`config.mk`:
```
export PLATFORM = sky130hd
export DESIGN_NAME = acc_bank
export DESIGN_NICKNAME = d
export VERILOG_FILES = /design/src/rtl/acc_bank_pkg.sv /design/src/rtl/acc_bank_shift_step.sv /design/src/rtl/acc_bank.sv
export SDC_FILE = /design/constraint.sdc
export NUM_CORES = 1
export LEC_CHECK = 0
export BUFFER_PORTS_ARGS = -buffer_cell sky130_fd_sc_hd__buf_2
export CORE_MARGIN = 2
export CORE_UTILIZATION = 30
export DETAILED_ROUTE_END_ITERATION = 6
export GPL_TIMING_DRIVEN = 1
export PLACE_DENSITY_LB_ADDON = 0.12
export SLEW_MARGIN = 15
export SYNTH_ARGS = -nofsm -noshare
export SYNTH_HDL_FRONTEND = slang
export SYNTH_SLANG_ARGS = --single-unit
```
`constraint.sdc`:
```
create_clock -name clk -period 4.85 [get_ports clk]
set_clock_uncertainty 0.2 [all_clocks]
set_input_delay 0.485 -clock clk [delete_from_list [all_inputs] [get_ports clk]]
set_output_delay 0.485 -clock clk [all_outputs]
set_load 0.005 [all_outputs]
```
`src/rtl/acc_bank_pkg.sv`:
```
// acc_pkg: shared types and helpers for the acc_bank accumulator block.
//   acc_op_e     - the eight opcodes accepted on the op port
//   acc_state_e  - control FSM states (IDLE, SHIFT)
//   acc_ext_imm  - zero/sign extension of an immediate to a 64-bit container
package acc_pkg;

    typedef enum logic [2:0] {
        OP_NOP = 3'b000,
        OP_LDI = 3'b001,
        OP_LDR = 3'b010,
        OP_LDS = 3'b011,
        OP_SHL = 3'b100,
        OP_SHR = 3'b101,
        OP_ASR = 3'b110,
        OP_ROL = 3'b111
    } acc_op_e;

    typedef enum logic {
        ST_IDLE  = 1'b0,
        ST_SHIFT = 1'b1
    } acc_state_e;

    // Extends the low imm_w bits of imm into a 64-bit value. Callers truncate
    // to their own width, so the accumulator width must not exceed 64.
    function automatic logic [63:0] acc_ext_imm(input logic [63:0] imm,
                                                input int          imm_w,
                                                input logic        sext);
        logic [63:0] r;
        logic        fill;
        r    = 64'd0;
        fill = 1'b0;
        for (int i = 0; i < 64; i++) begin
            if (i == imm_w - 1) begin
                fill = sext & imm[i];
            end
        end
        for (int i = 0; i < 64; i++) begin
            r[i] = (i < imm_w) ? imm[i] : fill;
        end
        return r;
    endfunction

endpackage

```
`src/rtl/acc_bank_shift_step.sv`:
```
// acc_shift_step: combinational single-bit shifter/rotator.
//   i_value - current accumulator value
//   i_op    - shift opcode (SHL, SHR, ASR, ROL); anything else passes through
//   o_next  - value after one 1-bit step
//   o_out   - bit shifted out (or, for ROL, the bit that wrapped around)
module acc_shift_step
    import acc_pkg::*;
#(
    parameter int WIDTH = 8
) (
    input  logic [WIDTH-1:0] i_value,
    input  acc_op_e          i_op,
    output logic [WIDTH-1:0] o_next,
    output logic             o_out
);

    // One step of the selected shift or rotate.
    always_comb begin
        o_next = i_value;
        o_out  = 1'b0;
        case (i_op)
            OP_SHL: begin
                o_next = {i_value[WIDTH-2:0], 1'b0};
                o_out  = i_value[WIDTH-1];
            end
            OP_SHR: begin
                o_next = {1'b0, i_value[WIDTH-1:1]};
                o_out  = i_value[0];
            end
            OP_ASR: begin
                o_next = {i_value[WIDTH-1], i_value[WIDTH-1:1]};
                o_out  = i_value[0];
            end
            OP_ROL: begin
                o_next = {i_value[WIDTH-2:0], i_value[WIDTH-1]};
                o_out  = i_value[WIDTH-1];
            end
            default: begin
                o_next = i_value;
                o_out  = 1'b0;
            end
        endcase
    end

endmodule

```
`src/rtl/acc_bank.sv`:
```
// acc_bank: bank of NUM_ACC accumulators with single-cycle loads and
// bit-serial (one bit per cycle) shift/rotate operations.
//   clk, CLB          - clock, synchronous active-high reset
//   op_valid/op_ready - op handshake; busy is the inverse of op_ready
//   op, acc_sel       - opcode and target accumulator
//   imm, imm_sext     - LDI immediate and its extension mode
//   reg_out, result   - LDR / LDS load data
//   shamt             - shift count (values above WIDTH act as WIDTH)
//   rd_sel, regIn     - combinational read port of the accumulator array
//   zero              - regIn is all zeros
//   carry             - last bit shifted/rotated out
module acc_bank
    import acc_pkg::*;
#(
    parameter int WIDTH   = 8,
    parameter int IMM_W   = 4,
    parameter int NUM_ACC = 4,
    parameter int SEL_W   = $clog2(NUM_ACC),
    parameter int SH_W    = $clog2(WIDTH) + 1
) (
    input  logic             clk,
    input  logic             CLB,
    input  logic             op_valid,
    output logic             op_ready,
    input  logic [2:0]       op,
    input  logic [SEL_W-1:0] acc_sel,
    input  logic [IMM_W-1:0] imm,
    input  logic             imm_sext,
    input  logic [WIDTH-1:0] reg_out,
    input  logic [WIDTH-1:0] result,
    input  logic [SH_W-1:0]  shamt,
    input  logic [SEL_W-1:0] rd_sel,
    output logic [WIDTH-1:0] regIn,
    output logic             zero,
    output logic             carry,
    output logic             busy
);

    logic [WIDTH-1:0] r_acc [NUM_ACC];
    acc_state_e       r_state;
    acc_state_e       w_state_nxt;
    logic [SH_W-1:0]  r_cnt;
    logic [SEL_W-1:0] r_sel;
    acc_op_e          r_op;
    logic             r_carry;

    acc_op_e          w_op;
    logic             w_accept;
    logic             w_is_shift;
    logic [SH_W-1:0]  w_shamt;
    logic [WIDTH-1:0] w_ext;
    logic [WIDTH-1:0] w_step_next;
    logic             w_step_out;

    assign w_op       = acc_op_e'(op);
    assign op_ready   = (r_state == ST_IDLE);
    assign busy       = ~op_ready;
    assign w_accept   = op_valid & op_ready;
    // All shift/rotate opcodes have the MSB set.
    assign w_is_shift = op[2];
    // Shifting further than WIDTH gives the same result as shifting WIDTH.
    assign w_shamt    = (shamt > SH_W'(WIDTH)) ? SH_W'(WIDTH) : shamt;
    assign w_ext      = WIDTH'(acc_ext_imm(64'(imm), IMM_W, imm_sext));

    // The accumulator being shifted shows its intermediate value here.
    assign regIn = r_acc[rd_sel];
    assign zero  = (regIn == {WIDTH{1'b0}});
    assign carry = r_carry;

    acc_shift_step #(
        .WIDTH   (WIDTH)
    ) u_step (
        .i_value (r_acc[r_sel]),
        .i_op    (r_op),
        .o_next  (w_step_next),
        .o_out   (w_step_out)
    );

    // FSM state register.
    always_ff @(posedge clk) begin
        if (CLB) begin
            r_state <= ST_IDLE;
        end else begin
            r_state <= w_state_nxt;
        end
    end

    // FSM next-state logic.
    always_comb begin
        w_state_nxt = r_state;
        case (r_state)
            ST_IDLE: begin
                if (w_accept && w_is_shift && (w_shamt != {SH_W{1'b0}})) begin
                    w_state_nxt = ST_SHIFT;
                end else begin
                    w_state_nxt = ST_IDLE;
                end
            end
            ST_SHIFT: begin
                // The last step happens on this edge, so leave SHIFT with it.
                if (r_cnt == SH_W'(1)) begin
                    w_state_nxt = ST_IDLE;
                end else begin
                    w_state_nxt = ST_SHIFT;
                end
            end
            default: begin
                w_state_nxt = ST_IDLE;
            end
        endcase
    end

    // Accumulator array, shift bookkeeping and carry.
    always_ff @(posedge clk) begin
        if (CLB) begin
            for (int i = 0; i < NUM_ACC; i++) begin
                r_acc[i] <= {WIDTH{1'b0}};
            end
            r_carry <= 1'b0;
            r_cnt   <= {SH_W{1'b0}};
            r_sel   <= {SEL_W{1'b0}};
            r_op    <= OP_NOP;
        end else if (w_accept) begin
            case (w_op)
                OP_LDI: r_acc[acc_sel] <= w_ext;
                OP_LDR: r_acc[acc_sel] <= reg_out;
                OP_LDS: r_acc[acc_sel] <= result;
                OP_SHL, OP_SHR, OP_ASR, OP_ROL: begin
                    // A zero count latches but never enters SHIFT, so nothing moves.
                    r_sel <= acc_sel;
                    r_op  <= w_op;
                    r_cnt <= w_shamt;
                end
                default: begin
                    r_cnt <= r_cnt;
                end
            endcase
        end else if (r_state == ST_SHIFT) begin
            r_acc[r_sel] <= w_step_next;
            r_carry      <= w_step_out;
            r_cnt        <= r_cnt - SH_W'(1);
        end else begin
            r_cnt <= r_cnt;
        end
    end

endmodule

```
==> impl_metrics.env, run 1 <==
export IMPL_cp_cell_sequence="nand2b_1 -> nor2_1 -> a22oi_1 -> buf_4 -> nand2b_1"
export IMPL_grt_use_total_pct=15.9
export IMPL_required_ns=4.58
export IMPL_path_depth=5
export IMPL_viasPerCell=5.32
export IMPL_finalCritPeriodShare_pct=59.2
export IMPL_clock_latency_ns=0.30
export IMPL_cts_tree="built"
export IMPL_fin_tns_setup_ns=0
export IMPL_placed_area_sq_um=3270
export IMPL_worstPathMaxFanout=23
export IMPL_cts_root_buf="clkbuf_8"
export IMPL_p_leak_uw=0.00121
export IMPL_cp_start_kind="flip-flop"
export IMPL_max_freq_mhz=348
export IMPL_clk_pin_slew_ns=0.10
export IMPL_postSynthAreaPerCell_sq_um=11.6
export IMPL_synth_ff_type="edfxtp_1"
export IMPL_post_cts_buffers=0
export IMPL_grt_max_degree=24
export IMPL_synth_net_count=287
export IMPL_via_count=2265
export IMPL_utilization_pct=36.4
export IMPL_netlist_area_sq_um=2910
export IMPL_holdBufCountCts=0
export IMPL_nNetsFinal=333
export IMPL_tightestPinTransition_ns=0.960
export IMPL_period_minus_slack_ns=2.87
export IMPL_rsz0062_at_grt="no"
export IMPL_synth_edf_count=32
export IMPL_path_delay_family="simple AND/OR/NAND/NOR gates"
export IMPL_die_h_um=103
export IMPL_yosysSeqAreaShare_pct=41.9
export IMPL_cpPeakStageDelay_ns=0.81
export IMPL_synth_warnings=0
export IMPL_hpwl_mm=5.91
export IMPL_synth_simple_gate_area_share_pct=14.2
export IMPL_cts_num_sinks=45
export IMPL_cap_violations=0
export IMPL_clock_path_buffers=2
export IMPL_fin_total_pwr_uw=918
export IMPL_grt_pass1_vias=2273
export IMPL_synth_mux_area_share_pct=23.3
export IMPL_num_rows=35
export IMPL_drtIter0Drc=136
export IMPL_finalInstanceArea_sq_um=3400
export IMPL_antenna_found_initial=0
export IMPL_routed_wl_mm=7.96
export IMPL_area_growth_pct=16.7
export IMPL_path_common_cell="nand2b_1"
export IMPL_cts_resized=0
export IMPL_synth_xor_area_share_pct=0.602
export IMPL_synth_top_family_by_area="multiplexers"
export IMPL_min_path_cells=3
export IMPL_synth_fa_ha_area_share_pct=0.859
export IMPL_wl_per_cell_um=18.7
export IMPL_final_max_slew_viol_count=0
export IMPL_yosys_register_bits=45
export IMPL_irDropWorstVdd_v=0.000110
export IMPL_critical_path_arrival_ns=2.60
export IMPL_powerDensity_nw_per_um2=270
export IMPL_critPathKind="flip-flop to flip-flop"
export IMPL_start_util_pct=31.2
export IMPL_numPortBuffers=46
export IMPL_critPathSlowestCell="dfxtp_1"
export IMPL_die_w_um=103
export IMPL_io_pins=47
export IMPL_finalHoldViolations=0
export IMPL_finalWeightedCongestion=0.766
export IMPL_first_pass_iters=4
export IMPL_diodes=0
export IMPL_rr_worst_depth=5
export IMPL_htreeDepth=2
export IMPL_relSlewSlack_pct=36.0
export IMPL_antenna_left=0
export IMPL_min_path_type="input pin to flip-flop"
export IMPL_grt_pass1_wl_mm=12.5
export IMPL_synth_compound_area_share_pct=15.3
export IMPL_synthCells=250
export IMPL_fillers=928
export IMPL_numCtsBuffers=5
export IMPL_route_detailed_drc=0
export IMPL_grt_overflow_total=0
export IMPL_setup_viol=0
export IMPL_outcome="complete, no violations"
export IMPL_critPathCaptureType="flip-flop"
export IMPL_core_sq_um=9330
export IMPL_setup_slack_ns=1.98
export IMPL_synthArstFlopShare_pct=0
export IMPL_layout_drive_gt1_share_pct=27.9
export IMPL_cp_buffers_inverters=1
export IMPL_pre_cts_slack_ns=1.87
export IMPL_yosysUniqueCellTypes=51
export IMPL_die_area_sq_um=10500
through the flow:
step                      hold WS (ns)  instances
after floorplan                  0.267        250
after global placement           0.292        418
after detailed placement         0.297        418
after CTS                        0.269        426
after global routing             0.269        426
final                            0.270        426
cells in the mapped netlist, types with 2 or more instances:
cell / n / area [sq um]
a211oi_1: 2 / 15.0
a211oi_2: 4 / 50.1
a211oi_4: 2 / 40.0
a21oi_1: 16 / 80.1
a221oi_1: 6 / 52.6
a31oi_1: 3 / 18.8
a32oi_1: 3 / 26.3
buf_1: 2 / 7.51
buf_2: 2 / 10.0
buf_4: 3 / 22.5
buf_6: 2 / 22.5
clkbuf_1: 3 / 11.3
dfxtp_1: 13 / 260
edfxtp_1: 32 / 961
ha_1: 2 / 25.0
inv_1: 9 / 33.8
mux2_2: 4 / 45.0
mux2_4: 2 / 30.0
mux2i_1: 21 / 210
mux4_1: 9 / 236
mux4_2: 7 / 158
nand2_1: 13 / 48.8
nand2b_1: 4 / 25.0
nand3b_1: 2 / 15.0
nand4_1: 4 / 25.0
nor2_1: 22 / 82.6
nor2b_1: 4 / 25.0
nor3_1: 19 / 95.1
o21ai_0: 10 / 50.1
o2bb2ai_1: 3 / 26.3
or4_1: 2 / 15.0
state kept, by name, summed over array words and instances (netlist names), named ones only:
signal and count:
busy 1, carry 1, r_acc 32, r_cnt 4, r_op 3, r_sel 2
final timing paths:
| path | startpoint | slack [ns] | to |
|---|---|---|---|
| min reg2reg | carry | 0.30 | carry |
| max | busy | 1.98 | r_acc[0][3] |
| min | shamt[2] | 0.27 | r_cnt[2] |
| max reg2reg | busy | 1.98 | r_acc[0][3] |
layout by cell type, fill, tap and decap left out, drive strengths merged, types with 2 or more instances in the layout:
cell type	instances
nand4	4
mux2	6
o2bb2ai	3
buf	51
nand3b	2
o21ai	10
a31oi	3
clkbuf	7
nor2b	4
mux4	16
nor3	20
a21oi	16
edfxtp	32
nor2	22
ha	2
nand2	13
dfxtp	13
or4b	2
mux2i	21
a211oi	8
a32oi	3
or4	2
a221oi	6
inv	9
nand2b	4
routing by layer:
metal  share of wire [%]  global-route usage (%)  vias up
li1                    -                       -     1094
met2                  48                    26.2       39
met4                 1.2                    3.79        0
met5                   0                       0        -
met1                  48                    22.2     1124
met3                 2.4                    2.31        8
worst register-to-register path: cells and delay by family (launching register included):
kind / cells / cell delay, ns
AOI/OAI and AO/OA: 1 / 0.12
buffers and inverters: 1 / 0.20
DFF: 1 / 0.81
and+or+nand+nor: 3 / 1.16
kinds of logic after synthesis:
family                   after synthesis
AO/OA/AOI/OAI                         57
XOR/XNOR                               2
adder cells (fa/ha/maj)                2
buffers and inverters                 21
flip-flops                            45
multiplexers                          43
AND/OR/NAND/NOR                       80
final cells by class:
class,instances,area (sq um),share of cell area [%]
Inverter,9,33.8,0.994
Multi-Input combinational cell,184,1590,46.8
Clock buffer,7,119,3.50
Sequential cell,45,1220,35.9
Clock inverter,1,5.00,0.147
Tap cell,129,161,4.75
Timing Repair Buffer,51,268,7.88
report_power, final:
part	internal [uW]	switching, uW
Sequential	434	24.1
Combinational	73.4	92.9
Clock	163	131
Total	671	248
No activity file was read; power rests on OpenSTA's default activity.
==> run 2: changes to the inputs <==
ABC_AREA = 1   (was unset)
clock period = 2.67 ns   (was 4.85 ns; I/O delays follow)
==> impl_metrics.env, run 2 <==
export IMPL_numCtsBuffers=5
export IMPL_pre_cts_slack_ns=0.423
export IMPL_cts_resized=0
export IMPL_wl_per_cell_um=16.0
export IMPL_critPathKind="flip-flop to flip-flop"
export IMPL_grt_max_degree=18
export IMPL_layout_drive_gt1_share_pct=23.1
export IMPL_p_clk_share_pct=31.1
export IMPL_rsz0062_at_grt="no"
export IMPL_synth_warnings=0
export IMPL_pwr_share_comb_pct=21.0
export IMPL_setup_viol=0
export IMPL_htreeDepth=2
export IMPL_clock_path_buffers=2
export IMPL_synth_edf_count=32
export IMPL_synthCells=408
export IMPL_min_to="r_op[0]"
export IMPL_synth_ff_type="edfxtp_1"
export IMPL_antenna_found_initial=0
export IMPL_hpwl_mm=7.44
export IMPL_finalWeightedCongestion=0.786
export IMPL_p_sw_uw=562
export IMPL_area_growth_pct=14.2
export IMPL_cts_tree="built"
export IMPL_netlist_area_sq_um=3080
export IMPL_critPathSlowestCell="dfxtp_1"
export IMPL_fin_total_pwr_uw=1780
export IMPL_seq_power_share_pct=47.9
export IMPL_fillers=1097
export IMPL_clk_pin_slew_ns=0.10
export IMPL_finalCritPeriodShare_pct=85.0
export IMPL_p_leak_uw=0.00156
export IMPL_r2r_start="busy"
export IMPL_yosysSeqAreaShare_pct=39.6
export IMPL_die_w_um=105
export IMPL_synth_area_leaders="edfxtp_1 (31%), nand2_1 (16%), nand3_1 (9.9%)"
export IMPL_cp_buffers_inverters=2
export IMPL_setup_slack_ns=0.400
export IMPL_layout_common_cells="nand2_1 (130), nand3_1 (61), buf_2 (46), inv_1 (43)"
export IMPL_postSynthAreaPerCell_sq_um=7.56
export IMPL_largest_reg_flops=32
export IMPL_holdBufCountCts=0
export IMPL_cp_start_kind="flip-flop"
export IMPL_period_minus_slack_ns=2.27
export IMPL_via_count=2856
export IMPL_outcome="complete, no violations"
export IMPL_cp_cell_sequence="inv_4 -> nand2_4 -> inv_2 -> o211ai_4 -> o21ai_4 -> nand2_2 -> nand2_1"
export IMPL_synth_net_count=445
export IMPL_nNetsFinal=487
export IMPL_relSlewSlack_pct=61.0
export IMPL_viasPerCell=4.87
export IMPL_tightestPinTransition_ns=0.582
export IMPL_final_common_cell="nand2_1"
export IMPL_die_area_sq_um=11100
export IMPL_largest_register="r_acc"
export IMPL_rr_worst_depth=7
export IMPL_grt_pass1_wl_mm=14.7
export IMPL_route_detailed_drc=0
export IMPL_finalHoldViolations=0
export IMPL_cpPeakStageDelay_ns=0.36
export IMPL_r2r_end="r_acc[0][2]"
export IMPL_grt_overflow_total=0
export IMPL_ys_top_cells_by_count="nand2_1 (130), nand3_1 (61), inv_1 (43)"
export IMPL_required_ns=2.45
export IMPL_clock_latency_ns=0.31
export IMPL_drtIter0Drc=147
export IMPL_diodes=0
export IMPL_synth_top_area_share_pct=31.2
export IMPL_grt_use_total_pct=17.1
export IMPL_routed_wl_mm=9.37
export IMPL_cts_num_sinks=45
export IMPL_min_delay_start="CLB"
export IMPL_num_rows=37
export IMPL_powerDensity_nw_per_um2=505
export IMPL_min_path_type="input pin to flip-flop"
export IMPL_yosys_register_bits=45
export IMPL_yosysMostFrequentCell="nand2_1"
export IMPL_die_h_um=105
export IMPL_cts_root_buf="clkbuf_8"
export IMPL_synthArstFlopShare_pct=0
export IMPL_critical_path_arrival_ns=2.05
export IMPL_grt_pass1_vias=2710
export IMPL_numPortBuffers=46
export IMPL_start_util_pct=30.4
export IMPL_min_path_cells=2
export IMPL_synth_top_area_cell="edfxtp_1"
export IMPL_rrSetupSlack_ns=0.40
export IMPL_first_pass_iters=5
export IMPL_core_sq_um=10100
export IMPL_cap_violations=0
export IMPL_fin_tns_setup_ns=0
export IMPL_p_int_uw=1210
export IMPL_yosysUniqueCellTypes=33
export IMPL_seq_area_sq_um=1220
export IMPL_multiInputGateArea_sq_um=1570
export IMPL_final_max_slew_viol_count=0
export IMPL_antenna_left=0
export IMPL_path_delay_family="simple AND/OR/NAND/NOR gates"
export IMPL_max_freq_mhz=441
export IMPL_irDropWorstVdd_v=0.000193
export IMPL_io_pins=47
export IMPL_worstPathMaxFanout=13
export IMPL_critPathCaptureType="flip-flop"
export IMPL_top_regs="r_acc (32), r_cnt (4), r_op (3)"
export IMPL_sw_frac_of_total_pct=31.6
export IMPL_post_cts_buffers=0
==> run 2: worst max path at each step <==
stage / startpoint / endpoint / cells after the start
2_1_floorplan: busy / r_acc[3][0] / 8
3_3_place_gp: op[0] / r_acc[2][6] / 6
3_5_place_dp: busy / r_acc[0][1] / 7
4_1_cts: busy / r_acc[0][6] / 7
5_1_grt: busy / r_acc[0][3] / 7
6_report: busy / r_acc[0][2] / 7
==> run 2: cell families (layout without fill, tap and decap cells) <==
family	Yosys count	count (layout)	synth area share, %
and+or+nand+nor	227	227	34.8
DFF	45	45	39.6
AOI/OAI and AO/OA	71	71	15.3
adders and majority gates	2	2	0.812
buffers and inverters	63	106	9.42
==> run 2: layout make-up <==
cell class / instances / area share, %
sequential: 45 / 34.7
clock inverter: 3 / 1.39
timing repair buffer: 49 / 7.18
tap: 136 / 4.83
inverter: 49 / 5.30
clock buffer: 5 / 1.96
multi-input combinational: 300 / 44.6
==> run 2: per-stage QoR <==
stage	instances	area [sq um]	utilization [%]	hold slack, ns
3_3_place_gp	579	3400	33.6	0.261
3_5_place_dp	579	3400	33.6	0.269
2_1_floorplan	408	3080	-	0.242
6_report	587	3520	34.7	0.0712
4_1_cts	587	3520	34.7	0.0659
5_1_grt	587	3520	34.7	0.100
==> run 2: layer usage <==
| layer | track usage [%] | up-vias | wire length (um) |
|---|---|---|---|
| li1 | - | 1436 | - |
| met2 | 29.4 | 87 | 4590 |
| met4 | 3.52 | 0 | 106 |
| met5 | 0 | - | 0 |
| met3 | 2.10 | 8 | 383 |
| met1 | 22.9 | 1325 | 4290 |
==> run 2: power by group through the flow <==
stage	Clock [uW]	Sequential, uW	Combinational, uW
2_1_floorplan	0	843	267
3_3_place_gp	0	867	377
3_5_place_dp	0	865	376
4_1_cts	553	849	377
5_1_grt	576	857	421
6_report	553	850	373
==> run 3: changes to the inputs <==
CORE_UTILIZATION = 40   (was 30)
TNS_END_PERCENT = 30   (was unset)
==> impl_metrics.env, run 3 (synthesized netlist as in run 2, its figures left out) <==
export IMPL_pre_cts_slack_ns=0.439
export IMPL_worstPathMaxFanout=13
export IMPL_finalNonFillerCells=553
export IMPL_area_growth_pct=11.9
export IMPL_critPathKind="flip-flop to flip-flop"
export IMPL_rr_worst_depth=7
export IMPL_min_path_type="input pin to flip-flop"
export IMPL_core_sq_um=7610
export IMPL_layout_drive_gt1_share_pct=23.1
export IMPL_first_pass_iters=5
export IMPL_route_detailed_drc=0
export IMPL_htreeDepth=2
export IMPL_placed_area_sq_um=3360
export IMPL_grt_overflow_total=0
export IMPL_via_count=2895
export IMPL_clk_pin_slew_ns=0.09
export IMPL_min_delay_start="CLB"
export IMPL_io_pins=47
export IMPL_setup_viol=0
export IMPL_viasPerCell=5.24
export IMPL_finalInstanceArea_sq_um=3450
export IMPL_clock_latency_ns=0.30
export IMPL_period_minus_slack_ns=2.22
export IMPL_relSlewSlack_pct=60.3
export IMPL_holdBufCountCts=0
export IMPL_hold_slack_ns=0.0751
export IMPL_grt_pass1_wl_mm=13.4
export IMPL_post_place_cells=545
export IMPL_final_max_slew_viol_count=0
export IMPL_top_regs="r_acc (32), r_cnt (4), r_op (3)"
export IMPL_start_util_pct=40.5
export IMPL_numPortBuffers=46
export IMPL_irDropWorstVdd_v=0.000283
export IMPL_antenna_found_initial=0
export IMPL_critPathCaptureType="flip-flop"
export IMPL_die_h_um=91.8
export IMPL_final_common_cell="nand2_1"
export IMPL_wl_per_cell_um=15.6
export IMPL_finalCritPeriodShare_pct=83.1
export IMPL_cp_buffers_inverters=2
export IMPL_rsz0062_at_grt="no"
export IMPL_cap_violations=0
export IMPL_max_freq_mhz=451
export IMPL_grt_max_degree=17
export IMPL_finalWeightedCongestion=0.902
export IMPL_clock_path_buffers=2
export IMPL_cts_tree="built"
export IMPL_powerDensity_nw_per_um2=476
export IMPL_cts_root_buf="clkbuf_8"
export IMPL_layout_common_cells="nand2_1 (130), nand3_1 (61), buf_2 (46), inv_1 (43)"
export IMPL_diodes=0
export IMPL_critPathSlowestCell="dfxtp_1"
export IMPL_cp_start_kind="flip-flop"
export IMPL_routed_wl_mm=8.62
export IMPL_setup_slack_ns=0.451
export IMPL_rrSetupSlack_ns=0.45
export IMPL_required_ns=2.44
export IMPL_die_area_sq_um=8430
export IMPL_r2r_end="r_acc[0][3]"
export IMPL_post_cts_buffers=0
export IMPL_cpPeakStageDelay_ns=0.36
export IMPL_tightestPinTransition_ns=0.592
export IMPL_nNetsFinal=487
export IMPL_cts_resized=0
export IMPL_min_to="r_op[0]"
export IMPL_finalHoldViolations=0
export IMPL_p_leak_uw=0.00155
export IMPL_antenna_left=0
export IMPL_hpwl_mm=6.98
export IMPL_min_path_cells=2
export IMPL_num_rows=32
export IMPL_die_w_um=91.8
export IMPL_grt_use_total_pct=20.5
export IMPL_drtIter0Drc=184
export IMPL_path_delay_family="simple AND/OR/NAND/NOR gates"
export IMPL_outcome="complete, no violations"
export IMPL_largest_reg_flops=32
export IMPL_numCtsBuffers=5
export IMPL_r2r_start="busy"
export IMPL_cp_cell_sequence="inv_4 -> nand2_4 -> inv_2 -> o211ai_4 -> o21ai_4 -> nand2_2 -> nand2_1"
export IMPL_fin_tns_setup_ns=0
export IMPL_grt_pass1_vias=2581
export IMPL_cts_num_sinks=45
export IMPL_critical_path_arrival_ns=1.99
export IMPL_largest_register="r_acc"
## run 3: cell count changes in the layout (fill, tap and decap cells not counted), sizes merged
cell | previous run | this run
clkinv | 0 | 1
bufinv | 1 | 0
## run 3: cell type report
cell class | instances | area [sq um]
Tap cell | 102 | 128
Multi-Input combinational cell | 300 | 1570
Inverter | 49 | 186
Timing Repair Buffer | 49 | 253
Clock buffer | 5 | 68.8
Sequential cell | 45 | 1220
Clock inverter | 3 | 21.3
Fill cell | 800 | 4160
## run 3: worst max path at each step
stage          start           to  slack [ns]  depth (start not counted)
2_1_floorplan   busy  r_acc[3][0]        0.75                          8
3_3_place_gp    busy  r_acc[0][6]        0.52                          7
3_5_place_dp    busy  r_acc[0][5]        0.44                          7
4_1_cts         busy  r_acc[0][6]        0.42                          7
5_1_grt         busy  r_acc[0][2]        0.31                          7
6_report        busy  r_acc[0][3]        0.45                          7
## run 3: power breakdown
group / switching [uW] / internal [uW]
Combinational: 237 / 122
Clock: 241 / 186
Sequential: 48.3 / 806
Total: 526 / 1110
## run 3: metrics by stage
| stage | utilization (%) | total power [uW] |
|---|---|---|
| 2_1_floorplan | - | 1110 |
| 3_3_place_gp | 44.2 | 1230 |
| 3_5_place_dp | 44.2 | 1230 |
| 4_1_cts | 45.3 | 1640 |
| 5_1_grt | 45.3 | 1720 |
| 6_report | 45.3 | 1640 |
## run 3: metal layers
layer  wire [um]  GRT usage (%)
met2        4220           36.0
met5           0              0
met4         176           6.09
met1        3810           26.8
met3         413           1.89
